**src/rtl/amo_initiator.sv**
```systemverilog
// Core-side initiator for the TCDM bank protocol: one load/store/AMO in flight at a time,
// lane placement of 32-bit requests onto the bank word and realignment of read data.
module amo_initiator #(
   parameter int unsigned AddrMemWidth = 32,
   parameter int unsigned DataWidth    = 64
) (
   input  logic                      clk_i,
   input  logic                      rst_ni,
   input  logic                      req_valid_i,
   output logic                      req_ready_o,
   input  logic [AddrMemWidth-1:0]   req_addr_i,
   input  logic                      req_upper_i,
   input  logic [3:0]                req_amo_i,
   input  logic                      req_wen_i,
   input  logic [31:0]               req_wdata_i,
   input  logic [31:0]               req_swap_i,
   input  logic [3:0]                req_be_i,
   output logic                      rsp_valid_o,
   input  logic                      rsp_ready_i,
   output logic [31:0]               rsp_rdata_o,
   output logic                      rsp_err_o,
   output logic                      out_req_o,
   input  logic                      out_gnt_i,
   output logic [AddrMemWidth-1:0]   out_add_o,
   output logic [3:0]                out_amo_o,
   output logic                      out_wen_o,
   output logic [DataWidth-1:0]      out_wdata_o,
   output logic [DataWidth/8-1:0]    out_be_o,
   input  logic [DataWidth-1:0]      out_rdata_i
);

   localparam int unsigned BeWidth = DataWidth / 8;
   localparam logic [3:0]  AmoNone = 4'h0;
   localparam logic [3:0]  AmoCas  = 4'hA;

   typedef enum logic [1:0] {StIdle, StReq, StWait, StRsp} state_e;

   state_e                  r_state;
   logic                    r_req_ready;
   logic                    r_out_req;
   logic                    r_rsp_valid;
   logic                    r_err;
   logic [AddrMemWidth-1:0] r_add;
   logic [3:0]              r_amo;
   logic                    r_wen;
   logic                    r_upper;
   logic [DataWidth-1:0]    r_wdata;
   logic [BeWidth-1:0]      r_be;
   logic [31:0]             r_rdata;

   logic                    w_upper;
   logic                    w_is_store;
   logic                    w_illegal;
   logic [3:0]              w_be4;
   logic [DataWidth-1:0]    w_wdata;
   logic [BeWidth-1:0]      w_be;
   logic [31:0]             w_lane;

   assign w_upper    = (DataWidth == 64) && req_upper_i;
   assign w_is_store = (req_amo_i == AmoNone) && req_wen_i;
   assign w_be4      = w_is_store ? req_be_i : 4'hF;
   assign w_illegal  = (req_amo_i > AmoCas) ||
                       ((req_amo_i == AmoCas) && ((DataWidth == 32) || req_upper_i));

   if (DataWidth == 64) begin : g_dw64
      // Replicated operand lets the shim pick either lane; CAS packs swap above compare.
      assign w_wdata = (req_amo_i == AmoCas) ? {req_swap_i, req_wdata_i}
                                             : {req_wdata_i, req_wdata_i};
      assign w_be    = w_upper ? {w_be4, 4'h0} : {4'h0, w_be4};
      assign w_lane  = r_upper ? out_rdata_i[63:32] : out_rdata_i[31:0];
   end else if (DataWidth == 32) begin : g_dw32
      assign w_wdata = req_wdata_i;
      assign w_be    = w_be4;
      assign w_lane  = out_rdata_i[31:0];
   end else begin : g_bad
      $fatal(1, "amo_initiator: DataWidth must be 32 or 64");
   end

   always_ff @(posedge clk_i or negedge rst_ni) begin
      if (!rst_ni) begin
         r_state     <= StIdle;
         r_req_ready <= 1'b1;
         r_out_req   <= 1'b0;
         r_rsp_valid <= 1'b0;
         r_err       <= 1'b0;
         r_add       <= '0;
         r_amo       <= '0;
         r_wen       <= 1'b0;
         r_upper     <= 1'b0;
         r_wdata     <= '0;
         r_be        <= '0;
         r_rdata     <= '0;
      end else begin
         case (r_state)
            StIdle: begin
               if (req_valid_i) begin
                  r_add       <= req_addr_i;
                  r_amo       <= req_amo_i;
                  r_wen       <= w_is_store;
                  r_upper     <= w_upper;
                  r_wdata     <= w_wdata;
                  r_be        <= w_be;
                  r_rdata     <= '0;
                  r_req_ready <= 1'b0;
                  if (w_illegal) begin
                     r_err       <= 1'b1;
                     r_rsp_valid <= 1'b1;
                     r_state     <= StRsp;
                  end else begin
                     r_out_req <= 1'b1;
                     r_state   <= StReq;
                  end
               end
            end
            StReq: begin
               if (out_gnt_i) begin
                  r_out_req <= 1'b0;
                  r_state   <= StWait;
               end
            end
            StWait: begin
               r_rdata     <= r_wen ? 32'h0 : w_lane;
               r_rsp_valid <= 1'b1;
               r_state     <= StRsp;
            end
            StRsp: begin
               if (rsp_ready_i) begin
                  r_rsp_valid <= 1'b0;
                  r_err       <= 1'b0;
                  r_req_ready <= 1'b1;
                  r_state     <= StIdle;
               end
            end
            default: r_state <= StIdle;
         endcase
      end
   end

   assign req_ready_o = r_req_ready;
   assign rsp_valid_o = r_rsp_valid;
   assign rsp_rdata_o = r_rdata;
   assign rsp_err_o   = r_err;
   assign out_req_o   = r_out_req;
   assign out_add_o   = r_add;
   assign out_amo_o   = r_amo;
   assign out_wen_o   = r_wen;
   assign out_wdata_o = r_wdata;
   assign out_be_o    = r_be;

endmodule
```
**config.mk**
```make
export PLATFORM = sky130hd
export DESIGN_NAME = amo_initiator
export DESIGN_NICKNAME = d
export VERILOG_FILES = /design/src/rtl/amo_initiator.sv
export SDC_FILE = /design/constraint.sdc
export NUM_CORES = 1
export LEC_CHECK = 0
export CAP_MARGIN = 20
export CORE_MARGIN = 2
export CORE_UTILIZATION = 40
export CTS_CLUSTER_DIAMETER = 120
export DETAILED_ROUTE_END_ITERATION = 6
export GPL_TIMING_DRIVEN = 0
export HOLD_SLACK_MARGIN = 0.12
export PLACE_DENSITY = 0.82
export RECOVER_POWER = 100
export SYNTH_ARGS = -nofsm -noshare
export SYNTH_HDL_FRONTEND = slang
export SYNTH_SLANG_ARGS = --single-unit
export TNS_END_PERCENT = 30
```
**constraint.sdc**
```tcl
create_clock -name clk_i -period 2.3 [get_ports clk_i]
set_clock_uncertainty 0.2 [all_clocks]
set_input_delay 0.46 -clock clk_i [delete_from_list [all_inputs] [get_ports clk_i]]
set_output_delay 0.46 -clock clk_i [all_outputs]
set_load 0.05 [all_outputs]
```
==> results.json <==
{
  "crit_required_ps": 1640,
  "ys_top_cells_by_count": "147 x dfrtp_1, 68 x nand2_1, 65 x mux2i_1",
  "clk_pin_slew_ps": 60,
  "die-area_sq_um": 16810,
  "synth_edf_count": 0,
  "synth.area.top_cells": "dfrtp_1 58%, mux2_2 11%, mux2i_1 10%",
  "tightest_slew_ps": 1136,
  "met3_length_mm": 1.444,
  "reg2reg_depth": 7,
  "synth_warnings": 0,
  "first_iter_violations": 169,
  "slew_headroom_pct": 24.24,
  "endpoint_kind": "output pin",
  "diodes": 0,
  "leakage_nw": 4.330,
  "fmax_mhz": 440.8,
  "rsz0062_at_grt": "no",
  "critPathSlowestCell": "clkdlybuf4s50_1",
  "synth_ff_type": "dfrtp_1",
  "vdd_drop_max_mv": 1.016,
  "die_y_um": 129.7,
  "cts_buffer_depth": 2,
  "rows": 45,
  "yosysMostFrequentCell": "dfrtp_1",
  "place_area_sq_um": 9792,
  "synth.top_cell.area_share_pct": 58.24,
  "synthDistinctLibCells": 39,
  "avgRoutedWirePerCell_um": 18.19,
  "synth_seq_cells": 148,
  "path_depth": 1,
  "place_congestion": 0.7726,
  "insertion_delay_ps": 410,
  "synth-async-reset-ratio_pct": 100.0,
  "overflow": 0,
  "clock_sinks": 148,
  "nNetsFinal": 1014,
  "numCtsBuffers": 17,
  "avgSynthCellArea_sq_um": 12.73,
  "finalInstanceArea_sq_um": 10200,
  "drv_cap": 0,
  "grt_pass1_vias": 5704,
  "crit_type": "flop to output pin",
  "holdWs_ps": 257.8,
  "synthesis.area_sq_um": 6316,
  "drtAntennaViolNets": 0,
  "finalSetupViolations": 0,
  "start_util_pct": 41.24,
  "cts_tree": "yes",
  "fin_crit_ps": 2269,
  "max_stage_delay_ps": 840,
  "critical_path.max_fanout": 2,
  "status": "finished clean",
  "hold_viol": 0,
  "syn-num-nets": 675,
  "pre_cts_ws_ps": -178.9,
  "fin_setup_tns_ps": 0,
  "top_layer": "met4",
  "avgViaCountPerCell": 4.923,
  "ios": 320,
  "p_total_mw": 17.00,
  "yosysSeqAreaShare_pct": 58.66,
  "antenna_found_initial": 0,
  "firstDrtPassIters": 4,
  "fillers": 1185,
  "drive_gt1_share_pct": 13.81,
  "wl_met1_mm": 6.953,
  "grt_pass1_wl_mm": 29.18,
  "holdCritPathClass": "primary input to flop",
  "maxSlewViolCount": 0,
  "fin_crit_sh_pct": 98.63,
  "cts_root_buf": "clkbuf_16",
  "port-buffer-count": 318,
  "vias": 5209,
  "regArea_sq_um": 3705,
  "wl_mm": 19.25,
  "crit_family": "buffers and inverters",
  "dieWidth_um": 129.7,
  "min_path_cells": 3,
  "powerDensity_nw_per_um2": 1667,
  "arrival_ps": 1610,
  "startpoint_type": "flop",
  "fin_ws_ps": 31.49,
  "htreeDepth": 4,
  "path_buf_inv": 1,
  "cp_cell_sequence": "clkdlybuf4s50_1",
  "grt_max_degree": 82,
  "core_sq_um": 15310,
  "yosysTopAreaCell": "dfrtp_1",
  "syn2layout_area_growth_pct": 61.47,
  "grtUsageTotal_pct": 22.83,
  "multi_input_area_sq_um": 2374,
  "dp_hpwl_mm": 15.10,
  "cts_setup_buffers": 0,
  "synthCells": 496,
  "wl_met2_mm": 10.44,
  "drcViolationCount": 0
}
[final timing paths]
kind | slack (ps) | end | from
max in group asynchronous | 350 | req_ready_o | rst_ni
worst max register to register | 120 | out_wdata_o[27] | r_state[0]
worst min-delay path | 260 | req_ready_o | req_valid_i
worst max-delay path | 30 | out_wdata_o[23] | out_wdata_o[23]
min in group asynchronous | 600 | rsp_rdata_o[2] | rst_ni
worst min register to register | 280 | out_wdata_o[58] | out_wdata_o[58]
[timing repair]
item | CTS | global route
hold endpoints to repair | 80 | 0
resized for setup | 5 | 23
hold buffers | 1 | 0
setup endpoints to repair | 5 | 28
[worst reg2reg max path: stages, from the launching register on]
cell and delay (ps):
dfrtp_1 380, inv_1 90, ha_1 220, buf_4 180
nand2_4 140, buf_6 180, clkbuf_2 300, mux2_1 370
[stage by stage]
step                instances  utilization, %
finish                   1058           66.59
global placement         1025           63.75
floorplan                 496               -
detailed placement       1026           63.94
CTS                      1058           67.77
global route             1058           66.59
[cells in the final DEF, fill, tap and decap left out, types with 2 or more instances in the layout]
cell / instances
o21ai_0: 60
clkbuf_1: 33
nor2_1: 3
clkbuf_2: 11
a21oi_1: 5
o21ai_1: 6
dlygate4sd2_1: 5
mux2_1: 9
mux2i_1: 65
dfrtp_1: 147
nand2_1: 68
clkdlybuf4s50_1: 290
dlygate4sd3_1: 2
clkbuf_16: 17
nor3_1: 2
bufinv_16: 3
ha_1: 4
inv_1: 4
a22o_1: 9
buf_2: 5
mux2_2: 61
clkinv_4: 2
buf_8: 3
nand2b_1: 5
clkinv_2: 5
[registers in the layout, indices dropped and copies added, names as in the netlist]
register     cells
r_upper          1
out_add_o       32
rsp_err_o        1
r_state          2
rsp_rdata_o     32
out_wen_o        1
req_ready_o      1
out_wdata_o     64
out_amo_o        4
out_be_o         8
out_req_o        1
rsp_valid_o      1
[metal layers]
metal | vias to the layer above | global-route usage (%)
met1 | 2545 | 23.51
met2 | 208 | 43.46
met5 | - | 0
met3 | 33 | 7.102
li1 | 2423 | -
met4 | 0 | 7.906
[layout make-up]
cell class,count,share of cell area [%]
repair buffers,320,30.20
flip-flops and latches,148,36.33
plain buffers,30,1.742
inverters,4,0.1472
well taps,211,2.589
multi-input cells,314,23.27
clock inverters,10,1.300
clock buffers,21,4.417
[logic make-up (layout without fill, tap and decap cells)]
| group | Yosys count | after routing | share of synthesized area [%] |
|---|---|---|---|
| flip-flops | 148 | 148 | 58.66 |
| multiplexers | 135 | 135 | 22.78 |
| adder cells (fa/ha/maj) | 4 | 4 | 0.7924 |
| buffers and inverters | 34 | 385 | 3.050 |
| AND/OR/NAND/NOR | 88 | 88 | 6.181 |
| AO/OA/AOI/OAI | 87 | 87 | 8.538 |
[power by group]
part	internal, mW	total [mW]	switching, mW
Combinational	3.23	9.69	6.46
Clock	1.72	2.75	1.03
Sequential	3.88	4.56	0.680
No activity file was read; power rests on OpenSTA's default activity.
